[src/rtl/hazard_stall_controller.sv]
// hazard_stall_controller
// Pipeline advance sequencer for the 5-stage core. It handles load-use
// stalls, taken-branch flushes, the HALT drain and single-step advance.
// All enables, bubbles and flushes are combinational from the state and the
// inputs. The state, the drain counter and the stall counter update on clk.
// Optional feature macro: STALL_COUNTER_EN. When it is defined, a saturating
// load-use stall counter is built. When it is undefined, stall_count is
// tied to 0.
module hazard_stall_controller #(
  parameter int REG_ADD_WIDTH = 5,
  parameter int DRAIN_CYCLES  = 3,
  parameter int CNT_WIDTH     = 32
) (
  input  logic                     clk,
  input  logic                     rst_n,
  input  logic                     mem_read_from_ex,
  input  logic [REG_ADD_WIDTH-1:0] reg_rt_add_from_ex,
  input  logic [REG_ADD_WIDTH-1:0] reg_rs_add_from_dec,
  input  logic [REG_ADD_WIDTH-1:0] reg_rt_add_from_dec,
  input  logic                     dec_uses_rt,
  input  logic                     halt_from_dec,
  input  logic                     branch_taken_from_ex,
  input  logic                     run_mode,
  input  logic                     step_req,
  output logic                     pc_write_en,
  output logic                     if_id_write_en,
  output logic                     pipe_en,
  output logic                     id_ex_bubble,
  output logic                     if_id_flush,
  output logic                     halted,
  output logic [CNT_WIDTH-1:0]     stall_count
);

  localparam int DCW = $clog2(DRAIN_CYCLES + 1);
  localparam logic [DCW-1:0] DRAIN_LOAD = DCW'(DRAIN_CYCLES);

  localparam logic [1:0] ST_RUN    = 2'd0;
  localparam logic [1:0] ST_DRAIN  = 2'd1;
  localparam logic [1:0] ST_HALTED = 2'd2;

  logic [1:0]     state_q, state_d;
  logic [DCW-1:0] drain_q, drain_d;
  logic           adv;
  logic           load_use;

  assign adv = run_mode | step_req;

  // The register 0 target never creates a dependency. rt only counts when
  // the decode instruction actually reads it.
  assign load_use = mem_read_from_ex
                  & (reg_rt_add_from_ex != '0)
                  & ((reg_rt_add_from_ex == reg_rs_add_from_dec)
                     | (dec_uses_rt & (reg_rt_add_from_ex == reg_rt_add_from_dec)));

  // Pipeline control outputs: reset override first, then per-state priority
  always_comb begin
    pc_write_en    = 1'b0;
    if_id_write_en = 1'b0;
    pipe_en        = 1'b0;
    id_ex_bubble   = 1'b0;
    if_id_flush    = 1'b0;
    halted         = 1'b0;
    if (!rst_n) begin
      id_ex_bubble = 1'b1;
      if_id_flush  = 1'b1;
    end else begin
      halted = (state_q == ST_HALTED);
      if (adv) begin
        case (state_q)
          ST_RUN: begin
            if (branch_taken_from_ex) begin
              // The decode instruction is on the wrong path, so its hazards
              // and any HALT it carries are irrelevant.
              pc_write_en    = 1'b1;
              if_id_write_en = 1'b1;
              pipe_en        = 1'b1;
              if_id_flush    = 1'b1;
              id_ex_bubble   = 1'b1;
            end else if (halt_from_dec || load_use) begin
              pipe_en      = 1'b1;
              id_ex_bubble = 1'b1;
            end else begin
              pc_write_en    = 1'b1;
              if_id_write_en = 1'b1;
              pipe_en        = 1'b1;
            end
          end
          ST_DRAIN: begin
            pipe_en      = 1'b1;
            id_ex_bubble = 1'b1;
          end
          default: ;
        endcase
      end
    end
  end

  // Next state and drain counter. Nothing moves on a non-advancing cycle.
  always_comb begin
    state_d = state_q;
    drain_d = drain_q;
    if (adv) begin
      case (state_q)
        ST_RUN: begin
          if (!branch_taken_from_ex && halt_from_dec) begin
            state_d = ST_DRAIN;
            drain_d = DRAIN_LOAD;
          end
        end
        ST_DRAIN: begin
          // A counter of 1 means this cycle is the final drain cycle. Using
          // <= also stops DRAIN_CYCLES=0 from locking up in DRAIN.
          if (drain_q <= DCW'(1)) begin
            state_d = ST_HALTED;
            drain_d = '0;
          end else begin
            drain_d = drain_q - DCW'(1);
          end
        end
        default: ;
      endcase
    end
  end

  // State register with synchronous active-low reset
  always_ff @(posedge clk) begin
    if (!rst_n) begin
      state_q <= ST_RUN;
      drain_q <= '0;
    end else begin
      state_q <= state_d;
      drain_q <= drain_d;
    end
  end

`ifdef STALL_COUNTER_EN
  logic [CNT_WIDTH-1:0] stall_q, stall_d;
  logic                 stall_inc;

  assign stall_inc = adv & (state_q == ST_RUN) & load_use & ~branch_taken_from_ex;

  // Saturating increment so long runs never wrap back to a small count
  always_comb begin
    stall_d = stall_q;
    if (stall_inc && (stall_q != '1)) begin
      stall_d = stall_q + CNT_WIDTH'(1);
    end
  end

  // Stall counter register
  always_ff @(posedge clk) begin
    if (!rst_n) begin
      stall_q <= '0;
    end else begin
      stall_q <= stall_d;
    end
  end

  assign stall_count = stall_q;
`else
  assign stall_count = '0;
`endif

endmodule
[config.mk]
export PLATFORM = sky130hd
export DESIGN_NAME = hazard_stall_controller
export DESIGN_NICKNAME = d
export VERILOG_FILES = /design/src/rtl/hazard_stall_controller.sv
export SDC_FILE = /design/constraint.sdc
export NUM_CORES = 1
export LEC_CHECK = 0
export CAP_MARGIN = 10
export CORE_MARGIN = 2
export CORE_UTILIZATION = 45
export CTS_CLUSTER_SIZE = 25
export DETAILED_ROUTE_END_ITERATION = 10
export DONT_BUFFER_PORTS = 1
export PLACE_DENSITY = 0.66
export SYNTH_ARGS = -nofsm -noshare
export SYNTH_HDL_FRONTEND = slang
export SYNTH_SLANG_ARGS = --single-unit
[constraint.sdc]
create_clock -name clk -period 4.54 [get_ports clk]
set_input_delay 0.908 -clock clk [delete_from_list [all_inputs] [get_ports clk]]
set_output_delay 0.908 -clock clk [all_outputs]
set_load 0.01 [all_outputs]
Yosys cells after proc, flatten, opt, wreduce, memory -nomap -nowiden
Cells that the tools add are included.
{ "totals": {"ff_bits": 4, "input_bits": 23} }
{ "op_classes": {"n_addsub": 1, "order_cmp": 1, "eq_ne": 6, "n_mux": 24, "bitwise_logic": 5, "n_reduce_logical": 9} }
{ "ops": {"columns": ["op", "n"], "rows": [
  ["$mux W1", 17],
  ["$eq A5 B5 Y1", 2],
  ["$mux W2", 4],
  ["$pmux W2 S2", 2],
  ["$reduce_bool A5 Y1", 1],
  ["$ne A2 B2 Y1 const B", 2],
  ["$reduce_and A4 Y1", 1],
  ["$and A1 B1 Y1", 3],
  ["$reduce_and A3 Y1", 1],
  ["$eq A2 B1 Y1 const B", 1],
  ["$eq A2 B2 Y1 const B", 1],
  ["$le A2 B1 Y1 const B", 1],
  ["$logic_not A2 Y1", 1],
  ["$or A1 B1 Y1", 2],
  ["$pmux W1 S2", 1],
  ["$reduce_bool A2 Y1", 1],
  ["$reduce_or A2 Y1", 1],
  ["$sub A2 B1 Y2 const B", 1],
  ["$logic_and A1 B1 Y1", 1],
  ["$logic_not A1 Y1", 1],
  ["$logic_or A1 B1 Y1", 1]
]} }

Depth between registers and ports, before layout
{ "depth": {"word_depth": 10, "ltp_mapped": 5} }

Worst setup path before layout
No wires, ideal clock.
{ "synth_timing": {"kind": "input to output", "startpoint": "input port reg_rt_add_from_ex[3]", "endpoint": "output port pc_write_en", "arrival_time_ns": 1.927, "setup_slack_ns": 1.705, "stages": 5, "n_path_buf": 1, "cell_sequence": "xor2_1 nor4_2 a32oi_1 o31a_1 buf_4"} }
{ "synth_via": {"elab_chain_cells": 10, "word_cells_on_any_way": 13, "cone_classes": "eq/ne (2); mux (5); bitwise (4); reduce/logical (2)"} }
{ "synth_lines": {"columns": ["element", "line", "source"], "rows": [
  ["start: declaration", "17", "input logic [REG_ADD_WIDTH-1:0] reg_rt_add_from_ex,"],
  ["$eq A5 B5 Y1", "53", "| (dec_uses_rt & (reg_rt_add_from_ex == reg_rt_add_from_dec)));"],
  ["$and A1 B1 Y1", "53", null],
  ["$or A1 B1 Y1", "53", null],
  ["$and A1 B1 Y1 *", "52", "& ((reg_rt_add_from_ex == reg_rs_add_from_dec)"],
  ["$logic_or A1 B1 Y1 *", "79", "end else if (halt_from_dec || load_use) begin"],
  ["$mux W1 * (5 in a row)", null, null],
  ["end: declaration", "25", "output logic pc_write_en,"]
]} }
Mark *: on every way between the ends. The rest lies on a longest branch, timed or not.

Final worst setup path
{ "layout_timing": {"startpoint": "input port reg_rt_add_from_ex[1]", "endpoint": "output port pc_write_en"} }
The elaborated chain is that of the path after synthesis.

==> results.toml <==
[critical_path]
crit_path_end = "pc_write_en"
reg2reg_depth = 4
r2r_end = "drain_q[1]"
cp_cell_sequence = "or4_1 > o21ai_2 > o31a_1"
cpPeakStageDelay_ns = 0.54
path_delay_family = "simple AND/OR/NAND/NOR gates"
crit_type = "in2out"
start_kind = "input pin"
path_buf_inv = 0
r2r_slack_ns = 3.47
worstPathArrival_ns = 1.86
worst_path_max_delay_cell = "or4_1"
cp.depth = 3
timing.rr.start = "state_q[1]"
critPathCaptureType = "primary output"
crit_fanout = 3
crit_required_ns = 3.63
critPathLaunch = "reg_rt_add_from_ex[1]"

[min_path]
hold_path.class = "reg2reg"

[placed_design]
place_congestion = 0.614
dp_hpwl_um = 786
io_buffers = 0

[route]
dr.first_iter.drc_count = 0
postRouteAntennaNets = 0
post_drt_wl_per_cell_um = 8.89
vias = 437
drt_wl_total_um = 853
drtPass1Iterations = 1
via_per_inst = 4.55
drc_errors = 0

[grt]
grt_max_degree = 9
grt_usage_pct = 11.8
met3_usage_pct = 7.61
grt_pass1_wl_um = 1280
grt_pass1_vias = 345
grtUsageMet2_pct = 20.3
antenna_found_initial = 0
grt.busiest_layer = "met2"
grtUsageMet1_pct = 11.7
grt_overflow = 0

[cells_and_area]
antennaDiodeCount = 0
final_util_pct = 40.4
multi_input_area_sq_um = 390
fin_nets = 106
area_growth_pct = -14.8
fillCellCount = 156
ff_latch_area_sq_um = 80.1
drive_gt1_share_pct = 7.41

[logic_synthesis]
synth_area_leader_cell = "buf_4"
syn-instance-count = 80
ys_seq_area_share_pct = 13.1
synth_top_area_share_pct = 40.7
yosys_warnings = 0
synthTopCellsByArea = "buf_4, dfxtp_1, xor2_1, nor3_1, nor2_1"
yosysUniqueCellTypes = 23
syn_avg_cell_area_sq_um = 7.62
netlist_area_sq_um = 609
ys_seq_elements = 4

[cts]
clock_path_buffers = 2
h-tree-depth = 1
ctsResizeCount = 0
cts_hold_buf = 0
cts_buffers = 3
cts_setup_buffers = 0
cts_root_buf = "clkbuf_4"
cts_tree = "done"
cts_sinks = 4
clk_pin_slew_ns = 0.04
clock_latency_ns = 0.23

[pwr]
power_density_nw_per_um2 = 235
ir_drop_uv = 93.4
power.leakage_nw = 0.251

[floorplanning]
rows = 13
dieWidth_um = 40.8
coreArea_sq_um = 1280
io_pins = 61
initial_utilization_pct = 47.4
die_area_sq_um = 1660
fp.dieH_um = 40.8

[run]
drv_cap = 0

[sta]
fin_crit_ns = 2.76
hold_viol = 0
rsz0062_at_grt = "no"
post-route-period-util_pct = 60.9
timing.fmax_mhz = 362
skew_ns = 0.00380
report.final.slew_viol_count = 0
finalHoldWorstSlack_ns = 0.477
fin_setup_tns_ns = 0
finalSetupViolations = 0

[run_status]
status = "completed"
==> flip-flops by register name (all words and copies together) (netlist names) <==
name / cells
state_q: 2
drain_q: 2
==> worst register-to-register path, delay by kind of cell, from the launching register on <==
family,cells,cell delay (ns)
AND/OR/NAND/NOR,2,0.33
AO/OA/AOI/OAI,2,0.31
flip-flops,1,0.30
==> layer usage <==
metal | vias to the layer above | wire length [um]
met1 | 189 | 300
met2 | 44 | 403
li1 | 204 | -
met4 | 0 | 0
met3 | 0 | 149
met5 | - | 0
==> cell usage after synthesis, drive strengths merged <==
library cell	count
xor2	9
dfxtp	4
xnor2	1
nor2	5
conb	1
a22oi	1
buf	33
nor4	3
a22o	1
o31a	1
a21oi	3
o21ai	3
nand2	2
a32oi	1
nor3	4
and3	1
nor2b	2
nand2b	1
inv	2
or4	1
o21bai	1
==> logic make-up (layout without fill, tap and decap cells) <==
family	after synthesis	in the layout	synth area share (%)
simple gates	19	19	17.0
buf+inv	35	5	41.9
compound gates	11	11	12.9
other cells	1	32	0.615
xor+xnor	10	10	14.4
flops	4	4	13.1
==> placed cells by master, fill, tap and decap left out, drive strengths merged, types with 3 or more instances in the layout <==
| cell | netlist | routed |
|---|---|---|
| nor3 | 4 | 4 |
| xor2 | 9 | 9 |
| a21oi | 3 | 3 |
| clkbuf | 0 | 3 |
| nor2 | 5 | 5 |
| nor4 | 3 | 3 |
| conb | 1 | 32 |
| dfxtp | 4 | 4 |
| o21ai | 3 | 3 |
==> where the power goes <==
group	internal, mW	switching, mW
clock network	0.0295	0.0135
logic	0.0120	0.0268
registers	0.0383	0.00205
total	0.0798	0.0424
==> stage by stage <==
| step | total power, mW | area [sq um] | instances | setup slack (ns) |
|---|---|---|---|---|
| floorplan | 0.0973 | 726 | 111 | 1.70 |
| global placement | 0.0790 | 497 | 93 | 1.75 |
| detailed placement | 0.0796 | 497 | 93 | 1.76 |
| CTS | 0.125 | 519 | 96 | 1.76 |
| global route | 0.135 | 519 | 96 | 1.71 |
| finish | 0.122 | 519 | 96 | 1.78 |
==> worst min-delay path by stage <==
stage          slack (ns)  cells past startpoint    endpoint  startpoint
2_1_floorplan        0.45                      2  state_q[1]  state_q[1]
3_3_place_gp         0.47                      2  state_q[1]  state_q[1]
3_5_place_dp         0.47                      2  state_q[1]  state_q[1]
4_1_cts              0.48                      2  state_q[1]  state_q[1]
5_1_grt              0.53                      2  state_q[1]  state_q[1]
6_report             0.48                      2  state_q[1]  state_q[1]
==> final cells by class <==
cell class,count,share of cell area [%]
clock buffer,3,4.34
tap,15,3.61
inverter,2,1.45
multi-input combinational,72,75.2
sequential,4,15.4
Note: power is estimated with default switching activity, not from simulation.
